==> src/rtl/riscv_fetch_unit_if.sv <==
// Fetch unit bus: instruction-memory request/ack channel plus the
// valid/ready instruction stream handed to the datapath.
interface riscv_fetch_unit_if;
  logic        imem_req;
  logic [31:0] imem_addr;
  logic        imem_ack;
  logic [31:0] imem_rdata;
  logic [31:0] instr;
  logic [31:0] instr_pc;
  logic        instr_valid;
  logic        instr_ready;

  modport master (
    output imem_req, imem_addr, instr, instr_pc, instr_valid,
    input  imem_ack, imem_rdata, instr_ready
  );

  modport slave (
    input  imem_req, imem_addr, instr, instr_pc, instr_valid,
    output imem_ack, imem_rdata, instr_ready
  );
endinterface

==> src/rtl/riscv_fetch_unit.sv <==
// RISC-V instruction fetch unit: single-outstanding memory requester feeding a
// prefetch FIFO. Define FETCH_ALIGN_CHECK_EN to trap misaligned redirect targets.
module riscv_fetch_unit #(
  parameter logic [31:0] RESET_PC   = 32'h0,
  parameter int          FIFO_DEPTH = 2
) (
  input  logic                      clk,
  input  logic                      rst,
  riscv_fetch_unit_if.master        bus,
  input  logic                      redirect,
  input  logic [31:0]               redirect_pc,
  output logic                      fetch_misalign
);

  localparam int PTR_W = (FIFO_DEPTH > 1) ? $clog2(FIFO_DEPTH) : 1;
  localparam int CNT_W = PTR_W + 1;
  localparam logic [CNT_W-1:0] DEPTH_C = CNT_W'(FIFO_DEPTH);

  typedef enum logic [1:0] {IDLE, REQ, DISCARD} state_t;

  state_t            state;
  logic [31:0]       fetch_pc;
  logic [31:0]       req_addr;
  logic              req_q;
  logic [31:0]       buf_pc   [FIFO_DEPTH];
  logic [31:0]       buf_data [FIFO_DEPTH];
  logic [PTR_W-1:0]  wr_ptr;
  logic [PTR_W-1:0]  rd_ptr;
  logic [CNT_W-1:0]  count;
  logic [CNT_W-1:0]  count_next;
  logic              valid;
  logic              push;
  logic              pop;
  logic [31:0]       target;
  logic [31:0]       pc_plus4;
  logic [31:0]       resume_pc;
  logic              misalign_new;
  logic              halted;
  logic              halt_next;

`ifdef FETCH_ALIGN_CHECK_EN
  logic misalign_q;

  assign target       = redirect_pc;
  assign misalign_new = redirect && (redirect_pc[1:0] != 2'b00);
  assign halted       = misalign_q;

  // Sticky until reset; it also blocks every future request.
  always_ff @(posedge clk or posedge rst) begin
    if (rst) begin
      misalign_q <= 1'b0;
    end else if (misalign_new) begin
      misalign_q <= 1'b1;
    end
  end

  assign fetch_misalign = misalign_q;
`else
  logic unused_low_bits;

  assign target          = {redirect_pc[31:2], 2'b00};
  assign unused_low_bits = ^redirect_pc[1:0];
  assign misalign_new    = 1'b0;
  assign halted          = 1'b0;
  assign fetch_misalign  = 1'b0;
`endif

  assign halt_next = halted | misalign_new;
  assign valid     = (count != '0);
  assign push      = (state == REQ) && bus.imem_ack && !redirect;
  assign pop       = valid && bus.instr_ready && !redirect;
  assign pc_plus4  = fetch_pc + 32'd4;
  assign resume_pc = redirect ? target : fetch_pc;

  always_comb begin
    count_next = count;
    case ({push, pop})
      2'b10:   count_next = count + CNT_W'(1);
      2'b01:   count_next = count - CNT_W'(1);
      default: count_next = count;
    endcase
  end

  // fetch_pc tracks the outstanding (or next) request address; it only
  // advances when a request's data is actually accepted into the FIFO.
  always_ff @(posedge clk or posedge rst) begin
    if (rst) begin
      state    <= IDLE;
      fetch_pc <= RESET_PC;
      req_addr <= RESET_PC;
      req_q    <= 1'b0;
    end else begin
      case (state)
        IDLE: begin
          if (redirect) begin
            fetch_pc <= target;
            if (!halt_next) begin
              state    <= REQ;
              req_q    <= 1'b1;
              req_addr <= target;
            end
          end else if ((count < DEPTH_C) && !halted) begin
            state    <= REQ;
            req_q    <= 1'b1;
            req_addr <= fetch_pc;
          end
        end
        REQ: begin
          if (redirect) begin
            fetch_pc <= target;
            if (!bus.imem_ack) begin
              state <= DISCARD;
            end else if (!halt_next) begin
              req_addr <= target;
            end else begin
              state <= IDLE;
              req_q <= 1'b0;
            end
          end else if (bus.imem_ack) begin
            fetch_pc <= pc_plus4;
            if ((count_next < DEPTH_C) && !halted) begin
              req_addr <= pc_plus4;
            end else begin
              state <= IDLE;
              req_q <= 1'b0;
            end
          end
        end
        DISCARD: begin
          if (redirect) begin
            fetch_pc <= target;
          end
          // The stale request still has to be acked before a new one may start.
          if (bus.imem_ack) begin
            if (!halt_next) begin
              state    <= REQ;
              req_q    <= 1'b1;
              req_addr <= resume_pc;
            end else begin
              state <= IDLE;
              req_q <= 1'b0;
            end
          end
        end
        default: begin
          state <= IDLE;
          req_q <= 1'b0;
        end
      endcase
    end
  end

  // Prefetch FIFO; a redirect empties it regardless of push/pop.
  always_ff @(posedge clk or posedge rst) begin
    if (rst) begin
      wr_ptr <= '0;
      rd_ptr <= '0;
      count  <= '0;
      for (int i = 0; i < FIFO_DEPTH; i++) begin
        buf_pc[i]   <= 32'h0;
        buf_data[i] <= 32'h0;
      end
    end else if (redirect) begin
      wr_ptr <= '0;
      rd_ptr <= '0;
      count  <= '0;
    end else begin
      if (push) begin
        buf_pc[wr_ptr]   <= req_addr;
        buf_data[wr_ptr] <= bus.imem_rdata;
        wr_ptr           <= wr_ptr + PTR_W'(1);
      end
      if (pop) begin
        rd_ptr <= rd_ptr + PTR_W'(1);
      end
      count <= count_next;
    end
  end

  assign bus.imem_req    = req_q;
  assign bus.imem_addr   = req_addr;
  assign bus.instr       = buf_data[rd_ptr];
  assign bus.instr_pc    = buf_pc[rd_ptr];
  assign bus.instr_valid = valid;

endmodule

==> src/flat_wrapper.sv <==
// flat-port wrapper written by rule: the top's interface ports become plain ports
module riscv_fetch_unit_flat 
#(
  parameter logic [31:0] RESET_PC   = 32'h0,
  parameter int          FIFO_DEPTH = 2
)
  (clk, rst, redirect, redirect_pc, fetch_misalign, bus_imem_req, bus_imem_addr, bus_instr, bus_instr_pc, bus_instr_valid, bus_imem_ack, bus_imem_rdata, bus_instr_ready);
  riscv_fetch_unit_if bus_i ();
  input  logic clk;
  input  logic rst;
  input  logic redirect;
  input  logic [31:0] redirect_pc;
  output logic fetch_misalign;
  output wire logic [$bits(bus_i.imem_req)-1:0] bus_imem_req;
  output wire logic [$bits(bus_i.imem_addr)-1:0] bus_imem_addr;
  output wire logic [$bits(bus_i.instr)-1:0] bus_instr;
  output wire logic [$bits(bus_i.instr_pc)-1:0] bus_instr_pc;
  output wire logic [$bits(bus_i.instr_valid)-1:0] bus_instr_valid;
  input wire logic [$bits(bus_i.imem_ack)-1:0] bus_imem_ack;
  input wire logic [$bits(bus_i.imem_rdata)-1:0] bus_imem_rdata;
  input wire logic [$bits(bus_i.instr_ready)-1:0] bus_instr_ready;
  assign bus_imem_req = bus_i.imem_req;
  assign bus_imem_addr = bus_i.imem_addr;
  assign bus_instr = bus_i.instr;
  assign bus_instr_pc = bus_i.instr_pc;
  assign bus_instr_valid = bus_i.instr_valid;
  assign bus_i.imem_ack = bus_imem_ack;
  assign bus_i.imem_rdata = bus_imem_rdata;
  assign bus_i.instr_ready = bus_instr_ready;
  riscv_fetch_unit #(.RESET_PC(RESET_PC), .FIFO_DEPTH(FIFO_DEPTH)) u_core (.clk(clk), .rst(rst), .bus(bus_i), .redirect(redirect), .redirect_pc(redirect_pc), .fetch_misalign(fetch_misalign));
endmodule
==> config.mk <==
export PLATFORM = sky130hd
export DESIGN_NAME = riscv_fetch_unit_flat
export DESIGN_NICKNAME = d
export VERILOG_FILES = /design/src/rtl/riscv_fetch_unit_if.sv /design/src/rtl/riscv_fetch_unit.sv /design/src/flat_wrapper.sv
export SDC_FILE = /design/constraint.sdc
export NUM_CORES = 1
export LEC_CHECK = 0
export CORE_UTILIZATION = 45
export DETAILED_ROUTE_END_ITERATION = 10
export HOLD_SLACK_MARGIN = 0.06
export PLACE_DENSITY_LB_ADDON = 0.3
export REMOVE_ABC_BUFFERS = 1
export SLEW_MARGIN = 5
export SYNTH_ARGS = -nofsm -noshare
export SYNTH_HDL_FRONTEND = slang
export SYNTH_SLANG_ARGS = --single-unit
==> constraint.sdc <==
create_clock -name clk -period 10.1 [get_ports clk]
set_input_delay 1.01 -clock clk [delete_from_list [all_inputs] [get_ports clk]]
set_output_delay 1.01 -clock clk [all_outputs]
set_load 0.01 [all_outputs]
==> qor.yml <==
run_status:
  status: "finished, violations left"
  violations: "DRC"
detailed_routing:
  avgViaCountPerCell: 5.84
  num_vias: 7958
  drc: 2
  dr.pass1.iters: 8
  wire_per_inst_um: 18.8
  ant_nets: 0
  wl_um: 25600
  drt-initial-drc-count: 509
synthesis:
  ys.flop_type: "dfrtp_1"
  syn_area_um2: 10400
  seq_area_frac_synth: 0.480
  synth_edf_count: 0
  synthArstFlopShare: 1.00
  synth_cell_type_count: 76
  synth-seq-cells: 199
  ys_warn_count: 0
  syn-instance-count: 943
  avgSynthCellArea_um2: 11.0
global_routing:
  grt-ovfl-total: 0
  grt_pass1_vias: 7995
  grt_util_all_layers: 0.223
  grt_max_degree: 131
  antenna_found_initial: 0
  grt_pass1_wl_um: 41900
sta:
  finalHoldViolations: 0
  fin_setup_tns_ns: 0
  slew_headroom: 0.242
  rsz0062_at_grt: "false"
  fmax_mhz: 218
  worst_pin_slew_ns: 1.14
  fin_skew_ns: 0.0124
  setup_viol: 0
  fin_crit_ns: 4.59
  drv_slew: 0
  fin_crit_sh: 0.455
  worst_slack_ns: 5.51
floorplanning:
  core_um2: 22600
  dieHeight_um: 154
  rows: 55
  start_util: 0.458
  io_pins: 168
  die_area_um2: 23600
  die_w_um: 154
clock_network:
  numCtsBuffers: 17
  clock_latency_ns: 0.43
  clockBufferDepth: 2
  root_buffer: "clkbuf_16"
  cts_tree: "built"
  clkTransAtPathRegs_ns: 0.07
  cts_hold_buf: 0
  cts_setup_buffers: 0
  cts_resized: 0
  cts_sinks: 199
  htreeDepth: 4
place:
  place_ws_ns: 5.14
  place_area_um2: 12100
  port_buffers: 164
  dp_hpwl_um: 16300
  gp_congestion: 0.878
critical_path:
  critPathArrivalTime_ns: 4.91
  crit_path_end_kind: "flop"
  r2r-start: "u_core.state[1]"
  worstReg2RegEnd: "u_core.bus.imem_addr[16]"
  r2r_slack_ns: 5.99
  worstSetupPathType: "in2reg"
  worst_ep_required_time_ns: 10.42
  crit_path_start_kind: "primary input"
  cp_max_fo: 28
  rr_worst_depth: 11
worst_hold_path:
  hold_depth: 1
  hold_path.class: "reg2reg"
  hp-start: "u_core.buf_data[49]"
  holdPathEnd: "u_core.buf_data[49]"
final_layout:
  final_util: 0.562
  post-route-cell-area_um2: 12700
  final_cell_mix: "dfrtp_1 (197), mux2_2 (186), clkdlybuf4s50_1 (163), nand2_1 (69), nor2_1 (63)"
  fin_nets: 1137
  syn2layout_area_growth_pct: 22.8
  n_antenna_cell: 0
  layout.cells.most_common: "dfrtp_1"
  layout-drive-gt1-share: 0.238
pwr:
  leakage_nw: 5.11
  p_per_area_nw_per_um2: 252
  peakVddDrop_mv: 0.112
job:
  maxCapViolCount: 0
-- cell usage after synthesis, types with 10 or more instances --
cell,number,area (um^2)
a211oi_1,10,75.1
nand4_1,12,75.1
inv_1,11,41.3
buf_2,18,90.1
dfrtp_1,199,4980
nand3_1,25,125
buf_1,11,41.3
clkbuf_1,31,116
nor2b_1,13,81.3
a21oi_1,36,180
o21ai_0,48,240
mux2_2,186,2090
nor2_1,63,236
nand2_1,70,263
o22ai_1,16,100
-- cell families (layout without fill, tap and decap cells) --
| group | after synthesis | in the layout | share of synthesized area |
|---|---|---|---|
| AND/OR/NAND/NOR | 244 | 244 | 0.121 |
| multiplexers | 201 | 201 | 0.217 |
| other | 1 | 1 | 0.000362 |
| XOR/XNOR | 17 | 17 | 0.0144 |
| adder cells (fa/ha/maj) | 3 | 3 | 0.00362 |
| AO/OA/AOI/OAI | 194 | 194 | 0.125 |
| flip-flops | 199 | 199 | 0.480 |
| buffers and inverters | 84 | 219 | 0.0377 |
-- worst max-delay path by stage --
stage / startpoint / endpoint / slack (ns) / depth (start not counted)
detailed placement: redirect / u_core.bus.imem_addr[16] / 5.14 / 13
floorplan: rst / u_core.buf_data[0] / 3.66 / 1
finish: redirect / u_core.bus.imem_addr[16] / 5.51 / 13
CTS: redirect / u_core.bus.imem_addr[16] / 5.59 / 13
global placement: redirect / u_core.bus.imem_addr[16] / 5.17 / 13
global route: redirect / u_core.bus.imem_addr[16] / 5.25 / 13
-- power breakdown --
part           leakage (nW)  switching, mW  internal [mW]
logic                  2.43          0.471          0.692
registers              2.39          0.232           1.11
clock network         0.296          0.321          0.379
total                  5.11           1.02           2.18
-- flip-flops by register name (all words and copies together) (netlist names) --
register / flops
u_core.fetch_pc: 32
u_core.wr_ptr: 1
u_core.rd_ptr: 1
u_core.buf_pc: 64
u_core.bus.imem_addr: 32
u_core.count: 2
u_core.buf_data: 64
u_core.state: 2
u_core.bus.imem_req: 1
-- worst max-delay path, cell delays in order --
cell and delay (ns):
buf_2 0.27, clkinv_1 0.09, buf_4 0.34, nand2_1 0.30, nor2_1 0.46, inv_1 0.17, ha_1 0.27, xnor2_1 0.26
mux2i_1 0.16, o22ai_2 0.64, buf_4 0.43, nor2_1 0.11, a221o_1 0.36
-- per-layer routing --
metal  global-route usage  wire (um)
met1                0.308      11800
met2                0.357      11900
met3               0.0333       1390
met4               0.0767        456
met5                    0          0
-- layout make-up --
type	count	area [um^2]
tap	285	357
multi-input combinational	660	5020
clock buffer	18	439
timing repair buffer	174	1710
fill	1975	9910
clock inverter	14	166
sequential	199	4980
inverter	13	56.3
-- through the flow --
stage                     hold WS (ns)  power [mW]  cells
after CTS                        0.491        3.23   1363
final                            0.488        3.20   1363
after global routing             0.505        3.40   1363
after floorplan                  0.453        1.98    872
after global placement           0.465        2.48   1331
after detailed placement         0.472        2.52   1331
No activity file was read; power rests on OpenSTA's default activity.
